$ cat src/rtl/param_fifo.sv
// Single-clock synchronous FIFO with configurable width, depth and flag thresholds.
// It supports a registered read (FWFT=0) and a first-word-fall-through read (FWFT=1).
module param_fifo #(
    parameter int DW        = 8,
    parameter int DEPTH     = 16,
    parameter int AFULL_TH  = DEPTH - 2,
    parameter int AEMPTY_TH = 2,
    parameter int FWFT      = 0,
    localparam int CW       = $clog2(DEPTH + 1),
    localparam int PW       = $clog2(DEPTH)
) (
    input  logic          clk,
    input  logic          rst,
    input  logic          clr,
    input  logic          push,
    input  logic          pop,
    input  logic [DW-1:0] data_in,
    output logic [DW-1:0] data_out,
    output logic          full,
    output logic          empty,
    output logic          almost_full,
    output logic          almost_empty,
    output logic [CW-1:0] count,
    output logic          overflow,
    output logic          underflow
);

    localparam logic [PW-1:0] PTR_LAST  = PW'(DEPTH - 1);
    localparam logic [CW-1:0] COUNT_MAX = CW'(DEPTH);

    logic [DW-1:0] mem [DEPTH];
    logic [PW-1:0] wr_ptr;
    logic [PW-1:0] rd_ptr;
    logic          wr_en;
    logic          rd_en;

    assign full         = (count == COUNT_MAX);
    assign empty        = (count == '0);
    assign almost_full  = (32'(count) >= AFULL_TH);
    assign almost_empty = (32'(count) <= AEMPTY_TH);

    assign wr_en = push & ~full;
    assign rd_en = pop & ~empty;

    // NOTE: sequential state uses non-blocking assignments so every register
    // samples the pre-edge values of the others, independent of block order.
    always_ff @(posedge clk) begin
        if (rst || clr) begin
            wr_ptr    <= '0;
            rd_ptr    <= '0;
            count     <= '0;
            overflow  <= 1'b0;
            underflow <= 1'b0;
        end else begin
            if (wr_en) begin
                wr_ptr <= (wr_ptr == PTR_LAST) ? '0 : wr_ptr + PW'(1);
            end
            if (rd_en) begin
                rd_ptr <= (rd_ptr == PTR_LAST) ? '0 : rd_ptr + PW'(1);
            end
            case ({wr_en, rd_en})
                2'b10:   count <= count + CW'(1);
                2'b01:   count <= count - CW'(1);
                default: count <= count;
            endcase
            overflow  <= push & full;
            // A pop on an empty FIFO is not an error when a push lands in the same cycle.
            underflow <= pop & empty & ~push;
        end
    end

    // NOTE: the storage array has no reset so it maps onto block RAM; only the
    // pointers and count need a known state to make the contents meaningful.
    always_ff @(posedge clk) begin
        if (wr_en && !rst && !clr) begin
            mem[wr_ptr] <= data_in;
        end
    end

    generate
        if (FWFT != 0) begin : g_fwft
            assign data_out = empty ? '0 : mem[rd_ptr];
        end else begin : g_std
            always_ff @(posedge clk) begin
                if (rst) begin
                    data_out <= '0;
                end else if (rd_en && !clr) begin
                    data_out <= mem[rd_ptr];
                end
            end
        end
    endgenerate

endmodule

$ cat config.mk
export PLATFORM = sky130hd
export DESIGN_NAME = param_fifo
export DESIGN_NICKNAME = d
export VERILOG_FILES = /design/src/rtl/param_fifo.sv
export SDC_FILE = /design/constraint.sdc
export NUM_CORES = 1
export LEC_CHECK = 0
export CORE_ASPECT_RATIO = 1.75
export CORE_MARGIN = 2
export CORE_UTILIZATION = 40
export CTS_BUF_LIST = sky130_fd_sc_hd__clkbuf_8
export DETAILED_ROUTE_END_ITERATION = 12
export MAX_ROUTING_LAYER = met4
export PLACE_DENSITY = 0.58
export SYNTH_ARGS = -nofsm -noshare
export SYNTH_HDL_FRONTEND = slang
export SYNTH_SLANG_ARGS = --single-unit
$ cat constraint.sdc
create_clock -name clk -period 4.4 [get_ports clk]
set_input_delay 0.66 -clock clk [delete_from_list [all_inputs] [get_ports clk]]
set_output_delay 0.66 -clock clk [all_outputs]
set_load 0.005 [all_outputs]
=== Word-level counts from Yosys, hierarchy flattened ===
Memories as Yosys holds them, arrays and structs flattened. A register that Yosys moved wholly into a read port is not among the register bits.
Index checks and enable logic that the tools add are counted.

* $add $sub $neg: 4
* Order comparisons: 2
* Equality and inequality tests: 5
* Muxes and demuxes: 5
* Bitwise gates (word level): 8
* Reductions and logical operators: 8

{| class="wikitable"
|+ Operators with widths
! kind !! number
|-
| 5-bit case mux with 2 select lines || 1
|-
| 4-bit by 1-bit adder with 4-bit output (second input constant) || 2
|-
| 4-bit == test (second input constant) || 2
|-
| 4-bit 2-to-1 mux || 2
|-
| 5-bit by 1-bit adder with 5-bit output (second input constant) || 1
|-
| 1-bit bitwise AND || 5
|-
| 5-bit == test (second input constant) || 1
|-
| 5-bit by 4-bit >= comparator with 1-bit output (second input constant) || 1
|-
| 5-bit by 2-bit less-or-equal comparator with 1-bit output (second input constant) || 1
|-
| 5-bit logical NOT || 1
|-
| 5-bit by 1-bit subtractor with 5-bit output (second input constant) || 1
|-
| 1-bit logical AND || 3
|-
| 1-bit inverter || 3
|-
| 2-bit by 1-bit == test with 1-bit output (second input constant) || 1
|-
| 2-bit == test (second input constant) || 1
|-
| 1-bit logical NOT || 2
|-
| 1-bit 2-to-1 mux || 2
|-
| 2-bit nonzero test || 1
|-
| 1-bit logical OR || 1
|}

* Register bits after elaboration: 15
* Memory bits (writable): 128
* Input bits: 13
* Word-level logic and storage cells: 38
* Memories kept: 1

{| class="wikitable"
|+ Memory list
! memory !! words !! width !! read ports !! clocked after memory_dff !! write ports !! line !! RTL
|-
| mem || 16 || 8 || 1 || 1 || 1 || 31 || <nowiki>logic [DW-1:0] mem [DEPTH];</nowiki>
|}

=== Longest topological paths before layout ===
Gate-level depths: netlist of the first run.

* Depth after elaboration: 7
* Depth in mapped cells: 12
* Gate-level depth less buffers: 10

=== Worst setup path before layout of the first run ===
Ideal clock, no wire load.

* Path type: reg2reg
* Start: reg count[1]
* End: reg count[4]
* Library setup time: 0.064 ns
* Arrival time: 2.589 ns
* Setup slack: 1.747 ns
* Cell stages (with the launch flop): 13
* Clock period less this slack: 2.653 ns
* Cells stage by stage: dfxtp_1 > buf_2 > nor4_4 > a21boi_2 > inv_1 > ha_1 > buf_2 > xor2_1 > ha_1 > a21oi_1 > a221o_1 > a2111o_1 > nand4_1

* Cells in the longest elaborated chain, start to end: 5
* Elaborated cells between the ends (all ways): 12
* Those cells by class: add/sub: 2; eq/ne: 3; mux: 1; bitwise: 4; reduce/logical: 2

{| class="wikitable"
|+ RTL lines
! item !! line !! RTL
|-
| start: declaration || 23 || <nowiki>output logic [CW-1:0] count,</nowiki>
|-
| start signal: assignment || 62 || <nowiki>2'b10: count <= count + CW'(1);</nowiki>
|-
| start signal: assignment || 63 || <nowiki>2'b01: count <= count - CW'(1);</nowiki>
|-
| start signal: assignment || 64 || <nowiki>default: count <= count;</nowiki>
|-
| 5-bit == test / 5-bit logical NOT (equally long branches) || 37, 38 ||
|-
| 1-bit inverter (on tied branches) || 42, 43 ||
|-
| 1-bit bitwise AND (on tied branches) || 42, 43 ||
|-
| 2-bit by 1-bit == test with 1-bit output / 2-bit == test (equally long branches) || 61 || <nowiki>case ({wr_en, rd_en})</nowiki>
|-
| 5-bit case mux with 2 select lines / 2-bit nonzero test (equally long branches) || - ||
|}

Parallel ways exist; a longest one is shown, timed or not.
A chain may end at the register's enable or synchronous reset.

=== Final worst setup path of the first run ===
* Start: in push
* End: reg count[4]

* Cells in the longest elaborated chain, start to end: 3
* Elaborated cells between the ends (all ways): 5
* Those cells by class: eq/ne: 2; mux: 1; bitwise: 1; reduce/logical: 1

{| class="wikitable"
|+ RTL lines
! item !! line !! RTL
|-
| start: declaration || 15 || <nowiki>input logic push,</nowiki>
|-
| 1-bit bitwise AND (*) || 42 || <nowiki>assign wr_en = push & ~full;</nowiki>
|-
| 2-bit by 1-bit == test with 1-bit output / 2-bit == test (equally long branches) || 61 ||
|-
| 5-bit case mux with 2 select lines / 2-bit nonzero test (equally long branches) || - ||
|}

Every way passes the cells marked *; elsewhere a longest branch is shown, timed or not.

==> parameters.txt, run 1 <==
Parameter                              Value

Status
  Outcome    complete, no violations

Timing
  Setup TNS    0 ps
  Hold Violations, Final    0
  Worst slack on hold paths    between 400 and 500 ps
  Total setup violations reported at the end of the flow    0
  Clk_skew    11.2 ps
  Setup repair after global routing missed its margin    false
  Peak clock frequency supported by timing    ~340 MHz
  Time the final worst path needs with I/O delays and setup    ~3000 ps
  Pins over their slew limit    0
  Final worst path period share    approximately two thirds
  Worst slew slack as a fraction of its limit    roughly two fifths
  Measured slew at the worst slew-check pin    895 ps

Critical path
  Critical path's largest stage delay    530 ps
  Cell Chain, Critical Path    clkdlybuf4s50_1 -> a21boi_2 -> inv_1 -> ha_1 -> xor2_1 -> ha_1 -> a21oi_1 -> a221o_1 -> a2111o_1 -> nand4_1
  Data arrival time of the critical path    between 3000 and 4000 ps
  CP endpoint kind    register
  Launching element type of the critical path    input pin
  Largest fanout on the critical path    10
  Most numerous cell on the critical path    ha_1
  Master of the slowest instance on the critical path    clkdlybuf4s50_1
  Critical Setup Path Class    input pin to register
  WP data required    roughly 4800 ps

Synth
  Async set-or-reset flop fraction in the synthesized netlist    0%
  Cells after Synth    between 300 and 400
  Yosys reg bits    151
  Net count of the mapped netlist    between 400 and 500
  Syn Area/Cell    about 16 um2
  Synthesis Warnings    0
  Summed instance area of the synthesized netlist    just over 6000 um2
  Top flip-flop cell by instance count after synthesis    edfxtp_1
  Count of flip-flops with a built-in enable after synthesis    between 100 and 150
  Post-synthesis sequential area ratio    69.1%
  Library cells used by synthesis    51

Placed design
  Instance count after placement with tap cells included    587
  Global placement routability congestion    just under 0.9
  Quantity of I/O buffers inserted on ports    31
  Post-detail-place hpwl    8990 um

Floorplanning
  Total core area    15300 um2
  Io pins    32
  # rows    60
  Die Height    approximately 170 um
  Die X    98.3 um
  Initial Utilization    40.7%
  Total die area    roughly 17000 um2

Clock tree
  Number of buffers inserted by hold repair at cts    0
  Clock Pin Slew Worst Setup and Hold Paths    90 ps
  Clock net sink count    approximately 150
  Number of buffers between clock root and the deepest sink    2
  Clock latency reported for the late side of the worst-skew pair    about 440 ps
  Clock tree from TritonCTS    built
  Setup Buffers After CTS    0
  Clk root buf    clkbuf_8
  Number of buffers created by CTS    17
  Number of cells upsized or downsized after cts    0
  H-tree depth reported by CTS    4

Final layout
  Final Util    a little under half
  Synthesis-to-finish area growth    14.0%
  Final Non-Filler Cells    between 600 and 700
  Diodes inserted    0
  Proportion of layout cells with a drive suffix above 1    ~14%
  Net count, final    442

Routing
  Final routed wire length divided by cell count    21.0 um
  ANT nets after route    0
  Overall via count from detail_route    between 3k and 4k
  DRC Markers    0
  Number of search-and-repair iterations in the first detailed-routing pass    4
  Routed wire length    ~13000 um
  Vias per Instance    5.48
  Iteration-0 DRC count of the detailed router    190

Hold path
  Worst hold-check path type    register to register

Global routing
  Number of antenna violations at the first check in global routing    0
  Via count of the first global-routing pass    between 3k and 4k
  Total overflow reported by the global router    0
  Pin count of the biggest net entering global routing    28
  Tot GR Track Use    around 17%
  Wire length of the first global-routing pass    19700 um

Flow run
  Maximum capacitance violations    0

Power
  Leak Pwr    around 2.2 nW
  Pwr/cell area    399 nW/um2
  Total power    around 2.8 mW
  Peak supply drop    0.164 mV
==> layer usage <==
metal  wire length (um)  up-vias  share of wire (%)  global-route usage (%)
met5                  0        -                  0                       -
met4                269        0                2.1                    6.13
met3                391       15                3.0                    3.55
met2               7320       77                 56                    29.9
met1               5030     1701                 39                    18.1
li1                   -     1597                  -                       -
==> final cells by class <==
| class | count | area [um2] |
|---|---|---|
| Tap cell | 186 | 233 |
| Multi-Input combinational cell | 206 | 1760 |
| Inverter | 6 | 22.5 |
| Sequential cell | 151 | 4310 |
| Timing Repair Buffer | 38 | 363 |
| Clock buffer | 17 | 234 |
| Clock inverter | 15 | 190 |
| Fill cell | 1352 | 8210 |
==> worst paths after layout <==
check                           cells past startpoint        start  slack, ps     endpoint
worst max-delay path                               10         push       1420     count[4]
worst min-delay path                                2  data_out[6]        500  data_out[6]
worst max register to register                     10     count[2]       1460     count[4]
worst min register to register                      2  data_out[6]        500  data_out[6]
==> logic make-up after synthesis <==
group,after synthesis,synth area share (%)
DFF,151,69.1
xor gates and xnor gates,5,0.703
buffers and inverters,28,2.73
and+or+nand+nor,81,6.57
AOI/OAI and AO/OA,57,6.97
muxes,54,12.1
adders and majority gates,9,1.81
==> state kept, by name, summed over array words and instances (netlist names) <==
register and flops:
count 5, data_out 8, mem 128, overflow 1, rd_ptr 4, underflow 1
wr_ptr 4
==> worst max-delay path, delay by kind of cell <==
kind,cells,cell delay [ps]
AO/OA/AOI/OAI,4,1230
XOR/XNOR,1,190
adder cells (fa/ha/maj),2,540
buffers and inverters,2,670
AND/OR/NAND/NOR,1,80
==> layout by cell type (no fill, tap or decap), types with 3 or more instances in the layout <==
| cell | count |
|---|---|
| edfxtp_1 | 128 |
| mux2i_1 | 38 |
| nor2_1 | 35 |
| clkdlybuf4s50_1 | 31 |
| dfxtp_1 | 22 |
| o22ai_1 | 18 |
| clkbuf_8 | 17 |
| nand2_1 | 12 |
| mux4_2 | 12 |
| nand3_1 | 9 |
| a211oi_1 | 9 |
| ha_1 | 9 |
| inv_1 | 7 |
| a311oi_1 | 7 |
| buf_4 | 7 |
| nor3_1 | 5 |
| inv_6 | 5 |
| nand2b_1 | 4 |
| xor2_1 | 4 |
| mux4_1 | 4 |
| a21oi_1 | 4 |
| nand3b_1 | 3 |
| o211ai_1 | 3 |
| bufinv_16 | 3 |
==> through the flow <==
step / instance area, um2 / setup slack, ps
6_report: 7100 / 1420
3_3_place_gp: 6680 / 1080
4_1_cts: 7100 / 1480
5_1_grt: 7100 / 1260
3_5_place_dp: 6680 / 1010
2_1_floorplan: 6230 / 1750
==> synthesized netlist by cell type, drive strengths merged (2+ instances only) <==
master	instances	area share (%)
edfxtp	128	62
mux2i	38	6.1
nor2	35	2.1
dfxtp	23	7.4
o22ai	18	1.8
buf	16	1.9
mux4	16	6.0
nand2	12	0.72
a211oi	10	1.4
ha	9	1.8
nand3	9	0.72
a311oi	8	1.2
clkbuf	6	0.44
inv	6	0.36
a21oi	5	0.46
nor3	5	0.40
nand2b	4	0.40
xor2	4	0.56
nand3b	3	0.36
o211ai	3	0.36
a221o	2	0.32
a31oi	2	0.20
a41oi	2	0.28
nor3b	2	0.24
o21ai	2	0.16
or2	2	0.20
or3	2	0.20
==> where the power goes <==
part	switching [mW]	total, mW	leakage, nW	internal, mW
Combinational	0.0723	0.136	0.625	0.0637
Clock	0.547	1.12	0.217	0.576
Sequential	0.0143	1.57	1.34	1.56
No activity file was read; power rests on OpenSTA's default activity.
==> inputs of run 2 (changes only) <==
clock period = 3 ns   (was 4.4 ns; I/O delays follow)
==> run 2 against run 1 <==
Effect of this change: count of clock-buffer cells in the layout up 1; global-route usage grew 0.40 points; register-to-register slack worse by 1100 ps; clock power increased by 38%; first-iteration DRC count shrank 2.6%; flip-flop and latch count unchanged; critical endpoint is now empty; largest power group unchanged.
==> parameters.txt, run 2 (synthesis gave the netlist of run 1 again) <==
Parameter                              Value

Status
  Outcome    complete, no violations

Final layout
  FILL cells    approximately 1.3k
  Commonest cells after routing, fill and taps aside    edfxtp_1 (128), mux2i_1 (38), nor2_1 (35)
  Largest registers    mem: 128 flops, data_out: 8 flops, count: 5 flops
  Most common cell after layout, fill and taps aside    edfxtp_1
  Final Util    47.3%
  Net count, final    roughly 460
  Diodes inserted    0
  Proportion of layout cells with a drive suffix above 1    roughly 18%
  Register with the most flip-flops    mem
  Flip-flop count of the largest register, all copies and words added    128
  Synthesis-to-finish area growth    16.2%

Timing
  Fin worst setup slack    398 ps
  Clk_skew    about 14 ps
  Pins over their slew limit    0
  Peak clock frequency supported by timing    around 380 MHz
  Total setup violations reported at the end of the flow    0
  Setup TNS    0 ps
  Measured slew at the worst slew-check pin    between 700 and 800 ps
  Time the final worst path needs with I/O delays and setup    between 2000 and 3000 ps
  Setup repair after global routing missed its margin    false
  Final worst path period share    86.7%
  Worst slew slack as a fraction of its limit    between 40% and 50%
  Hold Violations, Final    0
  Worst slack on hold paths    approximately 500 ps

Critical path
  WP data required    roughly 2600 ps
  Reg2Reg Launch Point    count[0]
  Data arrival time of the critical path    2150 ps
  CP endpoint kind    output pin
  Largest fanout on the critical path    10
  Critical path's largest stage delay    between 500 and 600 ps
  Master of the slowest instance on the critical path    or4_4
  Launching element type of the critical path    register
  Critical Setup Path Class    register to output pin
  Cell Chain, Critical Path    buf_4 -> or4_4 -> nor2_1 -> clkdlybuf4s50_1
  R2r endpoint    count[4]
  Worst reg2reg setup slack    slightly below 400 ps
  Worst Reg-to-Reg Cells    10

Clock tree
  Number of cells upsized or downsized after cts    0
  Clock latency reported for the late side of the worst-skew pair    around 440 ps
  Number of buffers inserted by hold repair at cts    0
  Setup Buffers After CTS    0
  Number of buffers between clock root and the deepest sink    2
  Clk root buf    clkbuf_8
  H-tree depth reported by CTS    4
  Clock tree from TritonCTS    built
  Clock Pin Slew Worst Setup and Hold Paths    90 ps
  Clock net sink count    about 150
  Number of buffers created by CTS    17

Power
  Internal power summed over all cells    3.10 mW
  Clock network fraction of design power    38.0%
  Peak supply drop    about 0.27 mV
  Register share of total power    roughly 57%
  Total power    4.06 mW
  Switching power share of the total    23.6%
  Psw    roughly 0.96 mW
  Part of the power in combinational logic    5.2%
  Pwr/cell area    between 500 and 600 nW/um2
  Leak Pwr    2.28 nW

Floorplanning
  # rows    60
  Die X    slightly below 100 um
  Initial Utilization    40.7%
  Total core area    roughly 15000 um2
  Io pins    32
  Die Height    about 170 um
  Total die area    between 15000 and 20000 um2

Routing
  Length of routed met3 wiring    331 um
  Number of search-and-repair iterations in the first detailed-routing pass    5
  Met2 Wirelength    about 7400 um
  Vias per Instance    between 5 and 6
  ANT nets after route    0
  Routed wire length    around 13000 um
  Top layer reached by signal wires    met4
  Metal-1 WL    approximately 5100 um
  DRC Markers    0
  Final routed wire length divided by cell count    20.8 um
  Overall via count from detail_route    3482
  Iteration-0 DRC count of the detailed router    about 190

Hold path
  Hold Startpoint    data_out[4]
  Depth of the worst hold-timing path    2
  Worst hold-check path type    register to register
  Capture endpoint of the worst hold path    data_out[4]

Placed design
  Quantity of I/O buffers inserted on ports    31
  Post-placement setup slack    between 200 and 250 ps
  Post-detail-place hpwl    about 9400 um
  Global placement routability congestion    about 0.9

Global routing
  Tot GR Track Use    between 15 and 20%
  Number of antenna violations at the first check in global routing    0
  Total overflow reported by the global router    0
  Via count of the first global-routing pass    3579
  Wire length of the first global-routing pass    20400 um
  Pin count of the biggest net entering global routing    23

Flow run
  Maximum capacitance violations    0
run 2: through the flow:
stage          instance area (um2)  std cells
5_1_grt                       7240        640
3_5_place_dp                  6840        608
6_report                      7240        640
2_1_floorplan                 6230        385
4_1_cts                       7240        640
3_3_place_gp                  6840        608
run 2: metal layers:
layer | track usage, % | vias up
met1 | 17.7 | 1758
li1 | - | 1634
met3 | 3.47 | 20
met2 | 31.2 | 70
met4 | 7.27 | 0
met5 | - | -
run 2: worst max-delay path by stage:
stage	from	cells after the start	slack (ps)	end
2_1_floorplan	count[1]	12	350	count[4]
3_3_place_gp	push	10	280	count[4]
3_5_place_dp	push	10	240	count[4]
4_1_cts	count[1]	4	350	empty
5_1_grt	count[0]	10	290	count[4]
6_report	count[1]	4	400	empty
run 2: power groups by stage:
stage | sequential (mW) | combinational (mW) | clock, mW
final | 2.30 | 0.213 | 1.54
after CTS | 2.30 | 0.216 | 1.58
after global placement | 2.35 | 0.211 | 0
after detailed placement | 2.35 | 0.216 | 0
after floorplan | 2.34 | 0.117 | 0
after global routing | 2.31 | 0.234 | 1.67
run 2: critical path: cells and delay by family (launching register included):
kind,cells,cell delay [ps]
buffers and inverters,2,700
flip-flops,1,340
AND/OR/NAND/NOR,2,690
run 2: final cells by class:
type	instances	area [um2]	area share, %
Sequential cell	151	4310	59.5
Tap cell	186	233	3.21
Inverter	6	22.5	0.311
Clock buffer	18	248	3.42
Multi-Input combinational cell	206	1760	24.2
Clock inverter	14	156	2.16
Timing Repair Buffer	59	520	7.19
==> inputs of run 3 (changes only) <==
PLACE_DENSITY = 0.62   (was 0.58)
clock period = 2.4 ns   (was 3 ns; I/O delays follow)
==> run 3 against run 2 <==
Effect of this change: power grew 27%; first-iteration DRC count shrank 15%; design area grew 2.3%; global-route usage grew 0.73 points; clock skew is essentially flat; hold slack lost 1.4 ps; count of clock-buffer cells in the layout shrank 1; via count grew 2.7%; combinational power grew 43%; sequential power grew 25%; non-clock buffer count grew 16.
==> parameters.txt, run 3 (synthesis gave the netlist of run 1 again) <==
Parameter                              Value

Final layout
  Synthesis-to-finish area growth    18.9%
  Final Util    around half
  Diodes inserted    0
  Largest registers    mem: 128 flops, data_out: 8 flops, count: 5 flops
  Area of all placed cells without fillers    7410 um2
  Most common cell after layout, fill and taps aside    edfxtp_1
  Final Non-Filler Cells    approximately 660
  Register with the most flip-flops    mem
  FILL cells    1321
  Flip-flop count of the largest register, all copies and words added    between 100 and 150
  Net count, final    ~480
  Proportion of layout cells with a drive suffix above 1    between 20% and 30%
  Commonest cells after routing, fill and taps aside    edfxtp_1 (128), buf_4 (44), mux2i_1 (38)

Timing
  Pins over their slew limit    0
  Setup repair after global routing missed its margin    false
  Worst slew slack as a fraction of its limit    between 50% and 60%
  Fin worst setup slack    78.2 ps
  Worst slack on hold paths    498 ps
  Setup TNS    0 ps
  Measured slew at the worst slew-check pin    693 ps
  Final worst path period share    between 90% and 100%
  Hold Violations, Final    0
  Time the final worst path needs with I/O delays and setup    about 2300 ps
  Total setup violations reported at the end of the flow    0
  Clk_skew    around 13 ps
  Peak clock frequency supported by timing    between 400 and 500 MHz

Routing
  Overall via count from detail_route    3576
  Iteration-0 DRC count of the detailed router    roughly 160
  Final routed wire length divided by cell count    around 21 um
  Routed wire length    ~14000 um
  ANT nets after route    0
  Vias per Instance    5.45
  Number of search-and-repair iterations in the first detailed-routing pass    4
  DRC Markers    0

Placed design
  Quantity of I/O buffers inserted on ports    31
  Cell area reported after detailed placement    between 6000 and 7000 um2
  Post-placement setup slack    -73.5 ps
  Post-detail-place hpwl    a little under 10000 um
  Instance count after placement with tap cells included    just over 600
  Global placement routability congestion    a little over 0.8

Critical path
  Endpoint of the most critical setup path    count[4]
  Data arrival time of the critical path    approximately 2700 ps
  Cell Chain, Critical Path    nor4_4 -> a21boi_4 -> inv_2 -> ha_4 -> xor2_1 -> ha_2 -> a21oi_2 -> a221o_1 -> a2111o_1 -> nand4_1
  Launching element type of the critical path    register
  Reg2Reg Launch Point    count[3]
  WP data required    2770 ps
  Launch point of the critical path    count[3]
  Worst Reg-to-Reg Cells    10
  CP endpoint kind    register
  Critical Setup Path Class    register to register
  R2r endpoint    count[4]
  Master of the slowest instance on the critical path    nor4_4
  Largest fanout on the critical path    7
  Critical path's largest stage delay    400 ps
  Worst reg2reg setup slack    between 70 and 80 ps

Clock tree
  Clk root buf    clkbuf_8
  Clock tree from TritonCTS    built
  Number of buffers created by CTS    17
  Number of buffers between clock root and the deepest sink    2
  H-tree depth reported by CTS    4
  Clock latency reported for the late side of the worst-skew pair    around 440 ps
  Clock net sink count    around 150
  Clock Pin Slew Worst Setup and Hold Paths    about 90 ps
  Number of buffers inserted by hold repair at cts    0

Floorplanning
  # rows    60
  Die X    98.3 um
  Total core area    15300 um2
  Initial Utilization    about two fifths
  Die Height    roughly 170 um
  Total die area    ~17000 um2
  Io pins    32

Global routing
  Wire length of the first global-routing pass    ~21000 um
  Number of antenna violations at the first check in global routing    0
  Total overflow reported by the global router    0
  Tot GR Track Use    between 10% and 20%
  Pin count of the biggest net entering global routing    25
  Via count of the first global-routing pass    ~3.8k

Hold path
  Worst hold-check path type    register to register

Power
  Pwr/cell area    approximately 700 nW/um2
  Leak Pwr    between 2 and 2.5 nW
  Peak supply drop    ~0.33 mV
  Total power    5.16 mW

Flow run
  Maximum capacitance violations    0

Status
  Outcome    complete, no violations
[run 3: layer usage]
layer	share of wire, %	global-route usage [%]	vias to the layer above	routed length, um
li1	-	-	1670	-
met1	34	16.5	1802	4770
met2	61	35.4	94	8490
met3	3.3	3.59	10	459
met4	1.4	5.84	0	195
met5	0	-	-	0
[run 3: worst min path at each step]
stage | start | to | slack [ps] | cells past startpoint
6_report | data_out[6] | data_out[6] | 500 | 2
5_1_grt | data_out[2] | data_out[2] | 540 | 2
4_1_cts | data_out[6] | data_out[6] | 510 | 2
3_5_place_dp | data_out[6] | data_out[6] | 500 | 2
3_3_place_gp | data_out[6] | data_out[6] | 490 | 2
2_1_floorplan | push | underflow | 430 | 1
[run 3: timing repair]
action	4_1_cts	5_1_grt
setup endpoints to repair	2	1
pin swaps	0	3
gates resized for setup	4	2
setup buffers	0	1
[run 3: where the power goes]
group | internal [mW] | total (mW) | leakage (nW) | switching [mW]
registers | 2.86 | 2.87 | 1.34 | 0.0166
logic | 0.146 | 0.304 | 0.821 | 0.158
clock network | 1.03 | 1.98 | 0.208 | 0.950
total | 4.04 | 5.16 | 2.37 | 1.12
[run 3: cell type report]
| cell class | instances | area, um2 | area share [%] |
|---|---|---|---|
| repair buffers | 75 | 638 | 8.62 |
| well taps | 186 | 233 | 3.14 |
| flip-flops and latches | 151 | 4310 | 58.3 |
| inverters | 6 | 22.5 | 0.304 |
| clock inverters | 15 | 180 | 2.43 |
| multi-input cells | 206 | 1780 | 24.1 |
| clock buffers | 17 | 234 | 3.16 |
[run 3: worst max-delay path: cells and delay by family (launching register included)]
family,cells,cell delay [ps]
adder cells (fa/ha/maj),2,370
AO/OA/AOI/OAI,4,780
AND/OR/NAND/NOR,2,470
buffers and inverters,1,100
flip-flops,1,380
XOR/XNOR,1,150
